===== config.mk =====
export PLATFORM = sky130hd
export DESIGN_NAME = mem_arbiter
export DESIGN_NICKNAME = d
export VERILOG_FILES = /design/src/rtl/mem_arb_pkg.sv /design/src/rtl/rr_arb2.sv /design/src/rtl/mem_arbiter.sv
export SDC_FILE = /design/constraint.sdc
export NUM_CORES = 1
export LEC_CHECK = 0
export BUFFER_PORTS_ARGS = -buffer_cell sky130_fd_sc_hd__buf_2
export CAP_MARGIN = 40
export CELL_PAD_IN_SITES_DETAIL_PLACEMENT = 1
export CELL_PAD_IN_SITES_GLOBAL_PLACEMENT = 1
export CORE_UTILIZATION = 35
export CTS_CLUSTER_DIAMETER = 150
export CTS_CLUSTER_SIZE = 8
export DETAILED_ROUTE_END_ITERATION = 7
export PLACE_DENSITY = 0.86
export SYNTH_ARGS = -nofsm -noshare
export SYNTH_HDL_FRONTEND = slang
export SYNTH_SLANG_ARGS = --single-unit

===== constraint.sdc =====
create_clock -name clk -period 2.2 [get_ports clk]
set_clock_uncertainty 0.1 [all_clocks]
set_input_delay 0.33 -clock clk [delete_from_list [all_inputs] [get_ports clk]]
set_output_delay 0.33 -clock clk [all_outputs]
set_load 0.05 [all_outputs]

===== src/rtl/mem_arb_pkg.sv =====
// rtl/mem_arb_pkg.sv - shared types and helpers for the memory arbiter
package mem_arb_pkg;

    typedef enum logic [1:0] {
        IDLE   = 2'd0,
        ACCESS = 2'd1,
        DONE   = 2'd2
    } arb_state_e;

    typedef enum logic {
        CPU = 1'b0,
        DMA = 1'b1
    } master_e;

    // Wait counter must hold WAIT_STATES and never collapse to zero bits.
    function automatic int cnt_width(input int ws);
        return (ws > 0) ? $clog2(ws + 1) : 1;
    endfunction

endpackage


===== src/rtl/rr_arb2.sv =====
// rtl/rr_arb2.sv - two-way round-robin pick with registered last grant
module rr_arb2
    import mem_arb_pkg::*;
(
    input  logic    clk,
    input  logic    rst,
    input  logic    req_cpu,
    input  logic    req_dma,
    input  logic    take,
    output master_e pick,
    output logic    any_req
);

    master_e last_grant_q;
    master_e last_grant_d;

    // On a tie the master that did not win last time is picked.
    always_comb begin
        any_req = req_cpu | req_dma;
        if (req_cpu && req_dma) begin
            pick = (last_grant_q == DMA) ? CPU : DMA;
        end else if (req_cpu) begin
            pick = CPU;
        end else begin
            pick = DMA;
        end
    end

    // Remember the winner whenever the bus is actually handed out.
    always_comb begin
        last_grant_d = last_grant_q;
        if (take && any_req) begin
            last_grant_d = pick;
        end
    end

    // Reset to DMA so the CPU wins the first tie.
    always_ff @(posedge clk or negedge rst) begin
        if (!rst) begin
            last_grant_q <= DMA;
        end else begin
            last_grant_q <= last_grant_d;
        end
    end

endmodule


===== src/rtl/mem_arbiter.sv =====
// rtl/mem_arbiter.sv - two-port round-robin memory arbiter with wait states
module mem_arbiter
    import mem_arb_pkg::*;
#(
    parameter int ADDR_W      = 16,
    parameter int DATA_W      = 32,
    parameter int WAIT_STATES = 1
)
(
    input  logic              clk,
    input  logic              rst,
    input  logic              cpu_req,
    input  logic              cpu_wr,
    input  logic [ADDR_W-1:0] cpu_addr,
    input  logic [DATA_W-1:0] cpu_wdata,
    output logic              cpu_ack,
    output logic [DATA_W-1:0] cpu_rdata,
    input  logic              dma_req,
    input  logic              dma_wr,
    input  logic [ADDR_W-1:0] dma_addr,
    input  logic [DATA_W-1:0] dma_wdata,
    output logic              dma_ack,
    output logic [DATA_W-1:0] dma_rdata,
    output logic              mem_rd,
    output logic              mem_wr,
    output logic [ADDR_W-1:0] mem_addr,
    output logic [DATA_W-1:0] mem_wdata,
    input  logic [DATA_W-1:0] mem_rdata,
    output logic [1:0]        grant
);

    localparam int              CNT_W    = cnt_width(WAIT_STATES);
    localparam logic [CNT_W-1:0] CNT_LOAD = CNT_W'(WAIT_STATES);

    arb_state_e        state_q,     state_d;
    master_e           owner_q,     owner_d;
    logic              wr_q,        wr_d;
    logic [ADDR_W-1:0] addr_q,      addr_d;
    logic [DATA_W-1:0] wdata_q,     wdata_d;
    logic [CNT_W-1:0]  cnt_q,       cnt_d;
    logic [DATA_W-1:0] cpu_rdata_q, cpu_rdata_d;
    logic [DATA_W-1:0] dma_rdata_q, dma_rdata_d;

    master_e pick;
    logic    any_req;
    logic    take;

    assign take = (state_q == IDLE);

    rr_arb2 u_rr_arb2 (
        .clk     (clk),
        .rst     (rst),
        .req_cpu (cpu_req),
        .req_dma (dma_req),
        .take    (take),
        .pick    (pick),
        .any_req (any_req)
    );

    // Sequencer: latch the winner's request, count wait states, capture read data.
    always_comb begin
        state_d     = state_q;
        owner_d     = owner_q;
        wr_d        = wr_q;
        addr_d      = addr_q;
        wdata_d     = wdata_q;
        cnt_d       = cnt_q;
        cpu_rdata_d = cpu_rdata_q;
        dma_rdata_d = dma_rdata_q;
        case (state_q)
            IDLE: begin
                if (any_req) begin
                    owner_d = pick;
                    if (pick == CPU) begin
                        wr_d    = cpu_wr;
                        addr_d  = cpu_addr;
                        wdata_d = cpu_wdata;
                    end else begin
                        wr_d    = dma_wr;
                        addr_d  = dma_addr;
                        wdata_d = dma_wdata;
                    end
                    cnt_d   = CNT_LOAD;
                    state_d = ACCESS;
                end
            end
            ACCESS: begin
                if (cnt_q == '0) begin
                    if (!wr_q) begin
                        if (owner_q == CPU) begin
                            cpu_rdata_d = mem_rdata;
                        end else begin
                            dma_rdata_d = mem_rdata;
                        end
                    end
                    state_d = DONE;
                end else begin
                    cnt_d = cnt_q - CNT_W'(1);
                end
            end
            DONE: begin
                state_d = IDLE;
            end
            default: begin
                state_d = IDLE;
            end
        endcase
    end

    // Strobes, grant and acks decode straight from state so reset kills them at once.
    always_comb begin
        mem_rd  = (state_q == ACCESS) && !wr_q;
        mem_wr  = (state_q == ACCESS) && wr_q;
        grant   = 2'b00;
        if (state_q != IDLE) begin
            grant = (owner_q == DMA) ? 2'b10 : 2'b01;
        end
        cpu_ack = (state_q == DONE) && (owner_q == CPU);
        dma_ack = (state_q == DONE) && (owner_q == DMA);
    end

    assign mem_addr  = addr_q;
    assign mem_wdata = wdata_q;
    assign cpu_rdata = cpu_rdata_q;
    assign dma_rdata = dma_rdata_q;

    // State and datapath registers.
    always_ff @(posedge clk or negedge rst) begin
        if (!rst) begin
            state_q     <= IDLE;
            owner_q     <= CPU;
            wr_q        <= 1'b0;
            addr_q      <= '0;
            wdata_q     <= '0;
            cnt_q       <= '0;
            cpu_rdata_q <= '0;
            dma_rdata_q <= '0;
        end else begin
            state_q     <= state_d;
            owner_q     <= owner_d;
            wr_q        <= wr_d;
            addr_q      <= addr_d;
            wdata_q     <= wdata_d;
            cnt_q       <= cnt_d;
            cpu_rdata_q <= cpu_rdata_d;
            dma_rdata_q <= dma_rdata_d;
        end
    end

endmodule


==> results.md, run 1 <==
* # port buffers at around 250
* Register area share after synthesis at 55.8%
* Antenna viol nets, final at 0
* Final Max Slew Viols at 0
* Avg Cell Area, Syn at 11.9 um^2
* Width of the die at roughly 120 um
* Number of synthesized flops with an enable pin at 0
* GR Overflow Total at 0
* Die Y at 125 um
* Share of layout cells above drive strength 1 at 55.0%
* Post-CTS sizing at 0
* CP Data Required Time at 1770 ps
* First-pass GRT wire length at 27400 um
* Pwr Density at 2000 nW/um^2
* Unrepaired setup endpoints after global routing: false
* Failing checks: DRC
* I/O Pins at 252
* Nets at 818
* Final period demand of the worst path at 1950 ps
* Placer Congestion at 0.837
* Crit path DAT at 1520 ps
* CTS Buf Count at 17
* Top FF cell, synth: dfrtp_1
* Initial antenna violation count at 1
* Postcts setup bufs at 0
* 1st-iter DRT viols at 219
* # rows at 44
* Vias at around 4600
* Core area at 14600 um^2
* Gate count after technology mapping at 446
* Number of global-route vias before repair at 5012
* Synth warn at 0
* CP Launch Type: flop
* Drt drc at 44
* Relative slew slack at 50.5%
* Setup CP Type: reg -> out
* Worst-path fanout max at 5
* Async set-reset flop share out of synthesis at 100%
* Register bit total from synthesis at between 100 and 150
* Synth Cell Area at 5290 um^2
* Total global routing track utilization at 22.4%
* Peak supply drop at 0.681 mV
* TritonRoute pass-1 iters at 6
* DR vias/cell at 5.27
* Slew at the pin closest to its max-slew limit at 742 ps
* Clock sink count at approximately 120
* Post-DP HPWL at 12500 um
* Distinct cells, synth at 26
* Longest Clk Path Bufs at 2
* Final WL at about 17000 um
* Final Setup Violations at 0
* Total power at 0.0147 W
* Fin. Hold Viols at 0
* Leak at 3.38 nW
* Filler cell count at 1646
* Worst-path clk slew at 50 ps
* Worst skew pair latency at 400 ps
* Initial core utilization at 36.1%
* Outcome: finished with violations
* Worst setup EP type: output port
* Reg-to-reg setup timing slack at 310 ps
* Area Overhead vs Synth at 38.9%
* TritonCTS clock tree: done
* Syn nets at 580
* Largest net degree at the start of global routing at 54
* Final Cycle Share at 88.6%
* H-tree levels at 4
* Die area at 15600 um^2
* Fmax at 513 MHz
* Hold Crit Class: in -> reg
* Max_cap viols at 0
* Routed len/inst at 19.3 um
* Clk Tree Root Cell: clkbuf_16
* Fin Setup TNS at 0 ps
==> cells in the final DEF, fill, tap and decap left out <==
cell	n
nand2b_2	1
and2b_1	2
a31oi_2	29
clkbuf_16	17
a21o_1	2
nor3b_1	1
mux2_2	55
nand3_2	1
dfrtp_1	117
and3b_1	1
buf_2	250
inv_1	1
dlygate4sd3_1	1
o21a_1	2
or2_2	1
a31oi_1	20
and2_4	1
bufinv_16	4
nor2b_1	1
nand3_1	50
clkinv_4	1
a21oi_1	49
nor2_1	4
clkinvlp_4	1
dfstp_2	1
nand2b_1	1
o21ai_0	49
mux2_1	9
nor4_4	1
diode_2	1
and2_1	1
buf_4	7
clkbuf_8	2
buf_12	6
clkbuf_1	2
nor2_4	1
clkinv_2	3
==> where the power goes <==
| part | internal, W | switching (W) |
|---|---|---|
| Combinational | 0.00204 | 0.00584 |
| Clock | 0.00194 | 0.000934 |
| Sequential | 0.00329 | 0.000681 |
==> kinds of logic (layout without fill, tap and decap cells) <==
| logic type | Yosys count | in the layout | synth area share (%) |
|---|---|---|---|
| AOI/OAI and AO/OA | 151 | 151 | 19.1 |
| buffers and inverters | 46 | 295 | 4.56 |
| DFF | 118 | 118 | 55.8 |
| muxes | 64 | 64 | 13.6 |
| other | 0 | 1 | 0 |
| and+or+nand+nor | 67 | 67 | 6.93 |
==> registers in the layout, indices dropped and copies added (netlist names) <==
name                    count
cpu_rdata                  32
wr_q                        1
state_q                     2
mem_addr                   16
cnt_q                       1
dma_rdata                  32
mem_wdata                  32
u_rr_arb2.last_grant_q      1
owner_q                     1
==> metal layers <==
| layer | share of wire, % | wire [um] | GRT usage (%) | vias up |
|---|---|---|---|---|
| li1 | - | - | - | 2116 |
| met1 | 41 | 6990 | 27.7 | 2270 |
| met2 | 50 | 8500 | 38.5 | 215 |
| met3 | 6.2 | 1050 | 5.01 | 33 |
| met4 | 2.5 | 433 | 8.32 | 0 |
| met5 | 0 | 0 | 0 | - |
==> metrics by stage <==
stage | area (um^2) | hold slack [ps] | utilization, % | setup slack (ps) | instances
2_1_floorplan | 5290 | -65.6 | - | 160 | 446
3_3_place_gp | 6720 | 227 | 45.9 | 239 | 848
3_5_place_dp | 6720 | 241 | 45.9 | 122 | 848
6_report | 7350 | 55.6 | 50.2 | 250 | 880
5_1_grt | 7350 | 48.8 | 50.2 | 177 | 880
4_1_cts | 7340 | 37.5 | 50.2 | 223 | 879
==> cells in the mapped netlist, types with 4 or more instances <==
cell type | count | area, um^2
nand3_1 | 51 | 255
a21oi_1 | 49 | 245
o21ai_0 | 49 | 245
clkbuf_1 | 28 | 105
mux2_1 | 9 | 101
buf_2 | 7 | 35.0
a31oi_2 | 29 | 363
mux2_2 | 55 | 619
buf_6 | 6 | 67.6
dfrtp_1 | 117 | 2930
nor2_1 | 5 | 18.8
a31oi_1 | 20 | 125
buf_4 | 4 | 30.0
==> path summary, 6_finish.rpt <==
path | start | endpoint | cells after the start
max in group asynchronous | rst | dma_rdata[13] | 3
max reg2reg | u_rr_arb2.last_grant_q | mem_wdata[11] | 4
min in group asynchronous | rst | cpu_rdata[2] | 2
min | mem_rdata[26] | dma_rdata[26] | 2
max | state_q[1] | mem_wr | 3
min reg2reg | cpu_rdata[5] | cpu_rdata[5] | 1
==> timing repair <==
action                     CTS  global route
hold buffers                 1             0
setup endpoints to repair    0             0
hold endpoints to repair    35             0
==> worst max-delay path, cell delays in order (launching register included) <==
cell and delay (ps):
dfrtp_1 430, and2b_1 280, and2_1 150, buf_2 270
==> cell type report <==
cell class,count,area (um^2),share of cell area (%)
Inverter,1,3.75,0.0511
Clock buffer,21,460,6.27
Tap cell,184,230,3.13
Timing Repair Buffer,264,1430,19.5
Sequential cell,118,2950,40.2
Clock inverter,9,151,2.06
Antenna cell,1,2.50,0.0341
Multi-Input combinational cell,282,2110,28.7
Power figures use the tool's default switching activity.
==> run 2: changes to the inputs <==
--- a/config.mk
+++ b/config.mk
@@ -14,6 +14,7 @@
 export CTS_CLUSTER_SIZE = 8
 export DETAILED_ROUTE_END_ITERATION = 7
 export PLACE_DENSITY = 0.86
+export REMOVE_ABC_BUFFERS = 1
 export SYNTH_ARGS = -nofsm -noshare
 export SYNTH_HDL_FRONTEND = slang
 export SYNTH_SLANG_ARGS = --single-unit
==> run 2 against run 1 <==
The run still ends with DRC left. Setup slack improved by 7.9 ps. Critical endpoint is now mem_rd. Core utilization fell by 0.43 points. Count of clock-buffer cells in the layout fell by 1. Power fell by 1.8%. Flip-flop and latch count did not move.
==> results.md, run 2 (same netlist as run 1, synthesis figures left out) <==
* Reg-to-reg setup timing slack at 410 ps (+100 ps)
* Longest Clk Path Bufs at 2 (unchanged)
* Final WL at 17400 um (+2.4%)
* GR Overflow Total at 0 (unchanged)
* Worst-path fanout max at 5 (unchanged)
* Hold Crit Class: in -> reg
* Cell family with most CP delay: flip-flops
* Switching Fraction at 52.0% (+1.3 points)
* CP Launch Type: flop
* Slew at the pin closest to its max-slew limit at 775 ps (+33.0 ps)
* # port buffers at 251 (unchanged)
* CTS Buf Count at 17 (unchanged)
* Area Overhead vs Synth at 37.7%
* Final core occ at 49.7% (-0.43 points)
* Vias at 4630 (-0.086%)
* Highest-count cells in the layout ignoring fill and taps: buf_2 (250), dfrtp_1 (117), mux2_2 (55)
* Final period demand of the worst path at 1940 ps (-7.85 ps)
* Slowest CP cell: dfrtp_1
* Clock share of power at 17.7% (-1.8 points)
* Worst setup EP type: output port
* Relative slew slack at 48.3% (-2.2 points)
* Share of layout cells above drive strength 1 at 55.1% (+0.14 points)
* TritonRoute pass-1 iters at 7 (+1)
* Crit path DAT at 1510 ps (about the same)
* Routed len/inst at 19.8 um (+2.4%)
* Peak supply drop at 0.736 mV (+8.1%)
* Hold slack at 53.5 ps (-2.14 ps)
* P_int at 0.00695 W (-4.4%)
* Worst skew pair latency at 400 ps (about the same)
* Worst Hold Launch: mem_rdata[26]
* I/O Pins at 252 (unchanged)
* Max stage delay on crit path at 430 ps (about the same)
* Max_cap viols at 0 (unchanged)
* Post-DP HPWL at 12300 um (-1.3%)
* Worst-path clk slew at 50 ps (about the same)
* Final Cycle Share at 88.3% (-0.36 points)
* R2R Path End: cpu_rdata[25]
* Initial antenna violation count at 1 (unchanged)
* TritonCTS clock tree: done
* Fin. Hold Viols at 0 (unchanged)
* Fmax at 515 MHz (+0.40%)
* Final Setup Violations at 0 (unchanged)
* Largest net degree at the start of global routing at 54 (unchanged)
* Total global routing track utilization at 22.9% (+0.49 points)
* Drt drc at 48 (+9.1%)
* Clock sink count at 118 (unchanged)
* Initial core utilization at 36.1% (unchanged)
* Antenna viol nets, final at 0 (unchanged)
* Pwr Density at 1990 nW/um^2 (-0.93%)
* Width of the die at 125 um (unchanged)
* Die Y at 125 um (unchanged)
* 1st-iter DRT viols at 262 (+20%)
* Clk Tree Root Cell: clkbuf_16
* Hold path cells at 2 (unchanged)
* CP Data Required Time at 1770 ps (about the same)
* Psw at 0.00752 W (+0.78%)
* Number of global-route vias before repair at 5017 (+0.10%)
* # rows at 44 (unchanged)
* Placer Congestion at 0.757 (-9.5%)
* Nets at 819 (+0.12%)
* Final Max Slew Viols at 0 (unchanged)
* Die area at 15600 um^2 (unchanged)
* Setup CP Type: reg -> out
* Outcome: finished with violations
* Core area at 14600 um^2 (unchanged)
* Failing checks: DRC
* Unrepaired setup endpoints after global routing: false
* Worst reg-to-reg path cell count at 4 (unchanged)
* Comb pwr share at 54.6% (+1.1 points)
* Setup crit start: state_q[1]
* Register share of total power at 27.7% (+0.7 points)
* Worst path cell trace: nand2b_1 > nor2_1 > buf_2
* Worst r2r src: state_q[1]
* Worst path bufs/invs at 1 (unchanged)
* DR vias/cell at 5.26 (about the same)
* Leading cell type in the layout, fill and taps excluded: buf_2
* First-pass GRT wire length at 27700 um (+1.2%)
* Hold EP: dma_rdata[26]
* H-tree levels at 4 (unchanged)
* Leak at 3.36 nW (-0.58%)
## run 2: cell types whose count changed in the layout (fill, tap and decap cells not counted)
cell and delta:
buf_4 +1, bufinv_16 -3, clkbuf_1 -2, clkbuf_8 +1
clkinv_2 +2, clkinv_4 +1, nand3_1 +1, nand3_2 -1
## run 2: stage by stage
step / TNS [ps] / cells / setup slack [ps] / instance area (um^2) / total power (W)
after floorplan: -56110 / 401 / -980 / 5050 / 0.00969
after global placement: 0 / 849 / 434 / 6730 / 0.0116
after detailed placement: 0 / 849 / 369 / 6730 / 0.0119
after CTS: 0 / 879 / 237 / 7280 / 0.0146
after global routing: 0 / 880 / 188 / 7280 / 0.0151
final: 0 / 880 / 258 / 7280 / 0.0145
## run 2: layer usage
layer  GRT usage, %  vias up  share of wire, %
li1               -     2119                 -
met1           28.2     2297                41
met2           38.8      194                50
met3           6.25       20               7.7
met4           7.96        0               1.5
met5              0        -                 0
## run 2: final cells by class
class	instances	area (um^2)
Fill cell	1634	7360
Sequential cell	118	2950
Multi-Input combinational cell	282	2110
Timing Repair Buffer	265	1440
Clock buffer	20	467
Tap cell	184	230
Clock inverter	9	80.1
Inverter	1	3.75
Antenna cell	1	2.50
## run 2: worst register-to-register path: cells and delay by family, from the launching register on
kind / cells / cell delay [ps]
buffers and inverters: 1 / 250
DFF: 1 / 430
muxes: 1 / 400
and+or+nand+nor: 2 / 470
## run 2: worst max path at each step
stage,to,slack (ps),cells after the start
after global routing,mem_rd,190,3
after CTS,mem_rd,240,3
after detailed placement,mem_addr[2],370,4
after floorplan,mem_wdata[0],-980,3
after global placement,mem_addr[2],430,4
final,mem_rd,260,3
## run 2: power groups by stage
stage | clock network [W] | registers (W) | logic, W
floorplan | 0 | 0.00749 | 0.00219
global placement | 0 | 0.00391 | 0.00771
detailed placement | 0 | 0.00399 | 0.00794
CTS | 0.00262 | 0.00400 | 0.00796
global route | 0.00272 | 0.00413 | 0.00828
finish | 0.00257 | 0.00400 | 0.00790
## run 2: timing repair
item	CTS	global route
hold buffers	1	0
endpoints found under the hold margin	39	0
buffers inserted	0	0
resized for setup	0	0
